===== config.mk =====
export PLATFORM = sky130hd
export DESIGN_NAME = stopwatch_scan_display
export DESIGN_NICKNAME = d
export VERILOG_FILES = /design/src/rtl/stopwatch_pkg.sv /design/src/rtl/bcd_to_seg.sv /design/src/rtl/stopwatch_scan_display.sv
export SDC_FILE = /design/constraint.sdc
export NUM_CORES = 1
export LEC_CHECK = 0
export ABC_AREA = 1
export BUFFER_PORTS_ARGS = -buffer_cell sky130_fd_sc_hd__buf_2
export CORE_ASPECT_RATIO = 1.5
export CORE_MARGIN = 5
export CORE_UTILIZATION = 40
export DETAILED_ROUTE_END_ITERATION = 8
export PLACE_DENSITY_LB_ADDON = 0.08
export SETUP_SLACK_MARGIN = 0.3
export SLEW_MARGIN = 20
export SYNTH_ARGS = -nofsm -noshare
export SYNTH_HDL_FRONTEND = slang
export SYNTH_SLANG_ARGS = --single-unit

===== constraint.sdc =====
create_clock -name invCP -period 6.7 [get_ports invCP]
set_clock_uncertainty 0.2 [all_clocks]
set_input_delay 0.335 -clock invCP [delete_from_list [all_inputs] [get_ports invCP]]
set_output_delay 0.335 -clock invCP [all_outputs]
set_load 0.1 [all_outputs]

===== src/rtl/stopwatch_pkg.sv =====
// Shared types and segment patterns for the stopwatch display path.
// Patterns are active-low {g,f,e,d,c,b,a}.
package stopwatch_pkg;

  typedef enum logic [1:0] {
    RST,
    GAP,
    SHOW
  } state_t;

  typedef logic [3:0] bcd_t;

  localparam logic [6:0] SEG_0    = 7'b1000000;
  localparam logic [6:0] SEG_1    = 7'b1111001;
  localparam logic [6:0] SEG_2    = 7'b0100100;
  localparam logic [6:0] SEG_3    = 7'b0110000;
  localparam logic [6:0] SEG_4    = 7'b0011001;
  localparam logic [6:0] SEG_5    = 7'b0010010;
  localparam logic [6:0] SEG_6    = 7'b0000010;
  localparam logic [6:0] SEG_7    = 7'b1111000;
  localparam logic [6:0] SEG_8    = 7'b0000000;
  localparam logic [6:0] SEG_9    = 7'b0010000;
  localparam logic [6:0] SEG_DASH = 7'b0111111;
  localparam logic [6:0] SEG_OFF  = 7'b1111111;

endpackage


===== src/rtl/bcd_to_seg.sv =====
// BCD nibble to active-low 7-segment pattern; A-F show a dash.
// Ports: bcd (4-bit digit in), seg (7-bit {g..a} out).
module bcd_to_seg
  import stopwatch_pkg::*;
(
  input  bcd_t       bcd,
  output logic [6:0] seg
);

  always_comb begin
    seg = SEG_DASH;
    unique case (bcd)
      4'd0:    seg = SEG_0;
      4'd1:    seg = SEG_1;
      4'd2:    seg = SEG_2;
      4'd3:    seg = SEG_3;
      4'd4:    seg = SEG_4;
      4'd5:    seg = SEG_5;
      4'd6:    seg = SEG_6;
      4'd7:    seg = SEG_7;
      4'd8:    seg = SEG_8;
      4'd9:    seg = SEG_9;
      default: seg = SEG_DASH;
    endcase
  end

endmodule


===== src/rtl/stopwatch_scan_display.sv =====
// Multiplexed common-anode 7-seg scanner with per-frame digit snapshot.
// Ports: invCP (falling-edge clk), invCLR (async low reset), DIGITS,
// invHOLD (low freezes snapshot), AN/SEG/DP (active-low), FRAME.
// Option: LEADING_ZERO_BLANK_EN blanks leading zero digits.
module stopwatch_scan_display
  import stopwatch_pkg::*;
#(
  parameter int NUM_DIGITS = 4,
  parameter int SCAN_DIV   = 1000,
  parameter logic [NUM_DIGITS-1:0] DP_MASK = 4'b0100
) (
  input  logic                    invCP,
  input  logic                    invCLR,
  input  logic [4*NUM_DIGITS-1:0] DIGITS,
  input  logic                    invHOLD,
  output logic [NUM_DIGITS-1:0]   AN,
  output logic [6:0]              SEG,
  output logic                    DP,
  output logic                    FRAME
);

  localparam int IW = $clog2(NUM_DIGITS);
  localparam int CW = $clog2(SCAN_DIV + 1);
  localparam logic [CW-1:0] CNT_LAST = CW'(SCAN_DIV - 1);
  localparam logic [IW-1:0] IDX_LAST = IW'(NUM_DIGITS - 1);

  state_t                  state;
  state_t                  state_n;
  logic [IW-1:0]           idx;
  logic [IW-1:0]           idx_n;
  logic [CW-1:0]           cnt;
  logic [CW-1:0]           cnt_n;
  logic [4*NUM_DIGITS-1:0] snap;
  logic [NUM_DIGITS-1:0]   blank;
  logic                    latch;

  bcd_t                    nib;
  logic [6:0]              seg_dec;
  logic [NUM_DIGITS-1:0]   an_n;
  logic [6:0]              seg_n;
  logic                    dp_n;

  always_comb begin
    state_n = state;
    idx_n   = idx;
    cnt_n   = cnt;
    latch   = 1'b0;
    unique case (state)
      RST: begin
        state_n = GAP;
        idx_n   = '0;
        cnt_n   = '0;
        latch   = 1'b1;
      end
      GAP: begin
        state_n = SHOW;
        cnt_n   = '0;
      end
      SHOW: begin
        if (cnt == CNT_LAST) begin
          cnt_n   = '0;
          state_n = GAP;
          if (idx == IDX_LAST) begin
            idx_n = '0;
            latch = 1'b1;
          end else begin
            idx_n = idx + 1'b1;
          end
        end else begin
          cnt_n = cnt + 1'b1;
        end
      end
      default: state_n = RST;
    endcase
  end

  always_ff @(negedge invCP or negedge invCLR) begin
    if (!invCLR) begin
      state <= RST;
      idx   <= '0;
      cnt   <= '0;
    end else begin
      state <= state_n;
      idx   <= idx_n;
      cnt   <= cnt_n;
    end
  end

  always_ff @(negedge invCP or negedge invCLR) begin
    if (!invCLR) begin
      snap <= '0;
    end else if (latch && invHOLD) begin
      snap <= DIGITS;
    end
  end

`ifdef LEADING_ZERO_BLANK_EN
  // Walk down from the top digit; stop at the first nonzero.
  // Digit 0 always stays lit so a zero time still shows "0".
  function automatic logic [NUM_DIGITS-1:0] lz_mask(
    input logic [4*NUM_DIGITS-1:0] d
  );
    logic                  run;
    logic [NUM_DIGITS-1:0] m;
    run = 1'b1;
    m   = '0;
    for (int i = NUM_DIGITS - 1; i > 0; i--) begin
      if (run && d[4*i +: 4] == 4'd0) begin
        m[i] = 1'b1;
      end else begin
        run = 1'b0;
      end
    end
    return m;
  endfunction

  always_ff @(negedge invCP or negedge invCLR) begin
    if (!invCLR) begin
      blank <= '0;
    end else if (latch && invHOLD) begin
      blank <= lz_mask(DIGITS);
    end
  end
`else
  assign blank = '0;
`endif

  // snap/blank only move on edges entering GAP, so on any edge
  // entering or staying in SHOW the current registers are final.
  assign nib = snap[{idx_n, 2'b00} +: 4];

  bcd_to_seg u_dec (
    .bcd (nib),
    .seg (seg_dec)
  );

  always_comb begin
    an_n  = '1;
    seg_n = SEG_OFF;
    dp_n  = 1'b1;
    if (state_n == SHOW) begin
      an_n = ~(NUM_DIGITS'(1) << idx_n);
      if (!blank[idx_n]) begin
        seg_n = seg_dec;
        dp_n  = ~DP_MASK[idx_n];
      end
    end
  end

  always_ff @(negedge invCP or negedge invCLR) begin
    if (!invCLR) begin
      AN    <= '1;
      SEG   <= SEG_OFF;
      DP    <= 1'b1;
      FRAME <= 1'b0;
    end else begin
      AN    <= an_n;
      SEG   <= seg_n;
      DP    <= dp_n;
      FRAME <= latch;
    end
  end

endmodule


==> reports/qor.yml <==
outcome:
  status: "finished, final reports clean"
worst_hold_path:
  hp-start: "snap[12]"
  worstHoldEndpoint: "snap[12]"
  min_path_type: "reg2reg"
  hold_depth: 1
sta:
  worst-slew-pin-transition_ps: 899
  hold_viol: 0
  grt_setup_unrepaired: "no"
  setup_viol: 0
  fin_setup_tns_ps: 0
  slew_violations: 0
  slew_headroom_pct: 40.1
layout:
  layout_commonest_cell: "nand2_1"
  stdcell_area_um2: 2490
  final_cell_mix: "nand2_1, dfrtn_1, inv_1, buf_2, nand3_1"
  drive_above_1_share_pct: 31.7
  fin_cells: 339
  post-route-util_pct: 48.7
  n_fill_cell: 570
  fin_nets: 292
  area_delta_synth_final_pct: 18.2
  diodes: 0
pwr:
  swShare_pct: 26.0
  switching_power_w: 0.000154
  pwr-share-clk_pct: 43.9
  seq_power_share_pct: 45.6
  p_total_w: 0.000592
  combPwrFrac_pct: 10.5
  peakVddDrop_mv: 0.138
  intPower_w: 0.000438
  p_leak_nw: 1.35
  powerDensity_nw_per_um2: 237
clock_network:
  cts_tree: "yes"
  path_clk_slew_ps: 60
  clock-root-buffer: "clkbuf_8"
  cts_buffer_depth: 2
  ctsHoldBuffers: 0
  clk_latency_ps: 290
  cts_buffers: 5
  cts.repair.resized: 0
  cts_sinks: 42
  htree_num_levels: 2
  postCtsSetupBuffers: 0
critical_path:
  start_kind: "flop"
  cp.arrival_ps: 4640
  critPathRequiredTime_ps: 6160
  cp_slowest_cell: "dfstp_2"
  path_cells: "buf_2"
  reg2reg_from: "cnt[0]"
  reg2reg_to: "SEG[3]"
  worstPathMaxFanout: 2
  r2r_cells: 16
  crit_buf_inv: 1
  rrSetupSlack_ps: 4030
  end_kind: "output pin"
  path_class: "reg2out"
  slowest_delay_ps: 520
  cp_top_family: "flip-flops"
place:
  io_buffers: 31
  placed_cells: 321
  placed_area_um2: 2320
  dp_hpwl_um: 3280
  gp_congestion: 0.732
synth:
  syn_area_um2: 2110
  synth-seq-area-share_pct: 50.4
  synth_cells: 226
  synth-seq-cells: 42
  syn_area_per_cell_um2: 9.34
  syn_nets: 248
  synth.distinct_cells: 34
  yosys_warnings: 0
drt:
  via_count: 1595
  routed_via_density: 4.71
  drtIter0Drc: 58
  ant_nets: 0
  drt_pass1_iterations: 4
  drc_errors: 0
  post_drt_wl_per_cell_um: 12.6
  drt-total-wl_um: 4260
global_routing:
  grt_pass1_wl_um: 7380
  track_usage_pct: 13.4
  grt_max_degree: 43
  antenna_found_initial: 0
  overflow: 0
  grt_pass1_vias: 1669
floorplan:
  start_util_pct: 41.2
  fp.dieH_um: 99.0
  rows: 32
  core-area_um2: 5120
  die_area_um2: 6860
  ios: 32
  fp.dieW_um: 69.3
job:
  drv_cap: 0
-- cell families after synthesis --
| kind of cell | after synthesis | share of synthesized area [%] |
|---|---|---|
| AO/OA/AOI/OAI | 24 | 7.82 |
| XOR/XNOR | 2 | 0.830 |
| adder cells (fa/ha/maj) | 3 | 1.78 |
| buffers and inverters | 30 | 5.93 |
| flip-flops | 42 | 50.4 |
| multiplexers | 11 | 5.87 |
| AND/OR/NAND/NOR | 114 | 27.3 |
-- cells in the mapped netlist (all sizes together) --
library cell	instances	area share (%)
nand3	25	7.0
o22ai	5	1.5
ha	3	1.8
nand2	68	15
o31ai	2	0.95
or2	1	0.30
inv	26	4.6
clkbuf	1	0.18
o21bai	1	0.89
nor2	15	3.5
nand4	3	0.89
xor2	2	0.83
mux2	11	5.9
o21ai	6	1.4
a22o	1	0.42
buf	3	1.1
a21oi	9	2.7
nor3	2	0.71
dfrtn	31	37
dfstp	11	14
-- layer usage --
metal | wire length (µm) | GRT usage [%] | up-vias
met2 | 2440 | 26.8 | 19
met4 | 53 | 4.51 | 0
met3 | 157 | 2.86 | 4
li1 | - | - | 818
met5 | 0 | 0 | -
met1 | 1610 | 13.2 | 754
-- sequential cells by signal (all words and copies together), names as in the netlist --
name	flops
SEG	7
AN	4
FRAME	1
cnt	10
state	2
snap	16
idx	2
-- power by group through the flow --
stage          registers [W]  logic [W]  clock network (W)
5_1_grt             0.000271  0.0000674           0.000287
2_1_floorplan       0.000303  0.0000167          0.0000110
6_report            0.000270  0.0000619           0.000260
4_1_cts             0.000270  0.0000632           0.000267
3_5_place_dp        0.000274  0.0000630          0.0000110
3_3_place_gp        0.000274  0.0000627          0.0000110
-- layout make-up --
type                            count  area (µm²)  area share (%)
Tap cell                           68        85.1            3.41
Clock buffer                        5        68.8            2.76
Timing Repair Buffer               31         155            6.22
Sequential cell                    42        1060            42.7
Clock inverter                     14         106            4.26
Inverter                           25        93.8            3.76
Multi-Input combinational cell    154         921            36.9
-- metrics by stage --
| step | setup slack, ps | hold WS, ps |
|---|---|---|
| 3_3_place_gp | 1590 | 235 |
| 6_report | 1520 | 238 |
| 4_1_cts | 1510 | 242 |
| 5_1_grt | 1480 | 266 |
| 3_5_place_dp | 1570 | 242 |
| 2_1_floorplan | 1600 | 225 |
-- how the worst max path moves through the flow --
stage	start	endpoint	cells after the start
3_5_place_dp	invHOLD	snap[7]	3
5_1_grt	SEG[4]	SEG[4]	1
4_1_cts	AN[1]	AN[1]	1
6_report	AN[2]	AN[2]	1
3_3_place_gp	invHOLD	snap[8]	3
2_1_floorplan	AN[2]	AN[2]	1
Power figures use the tool's default switching activity.
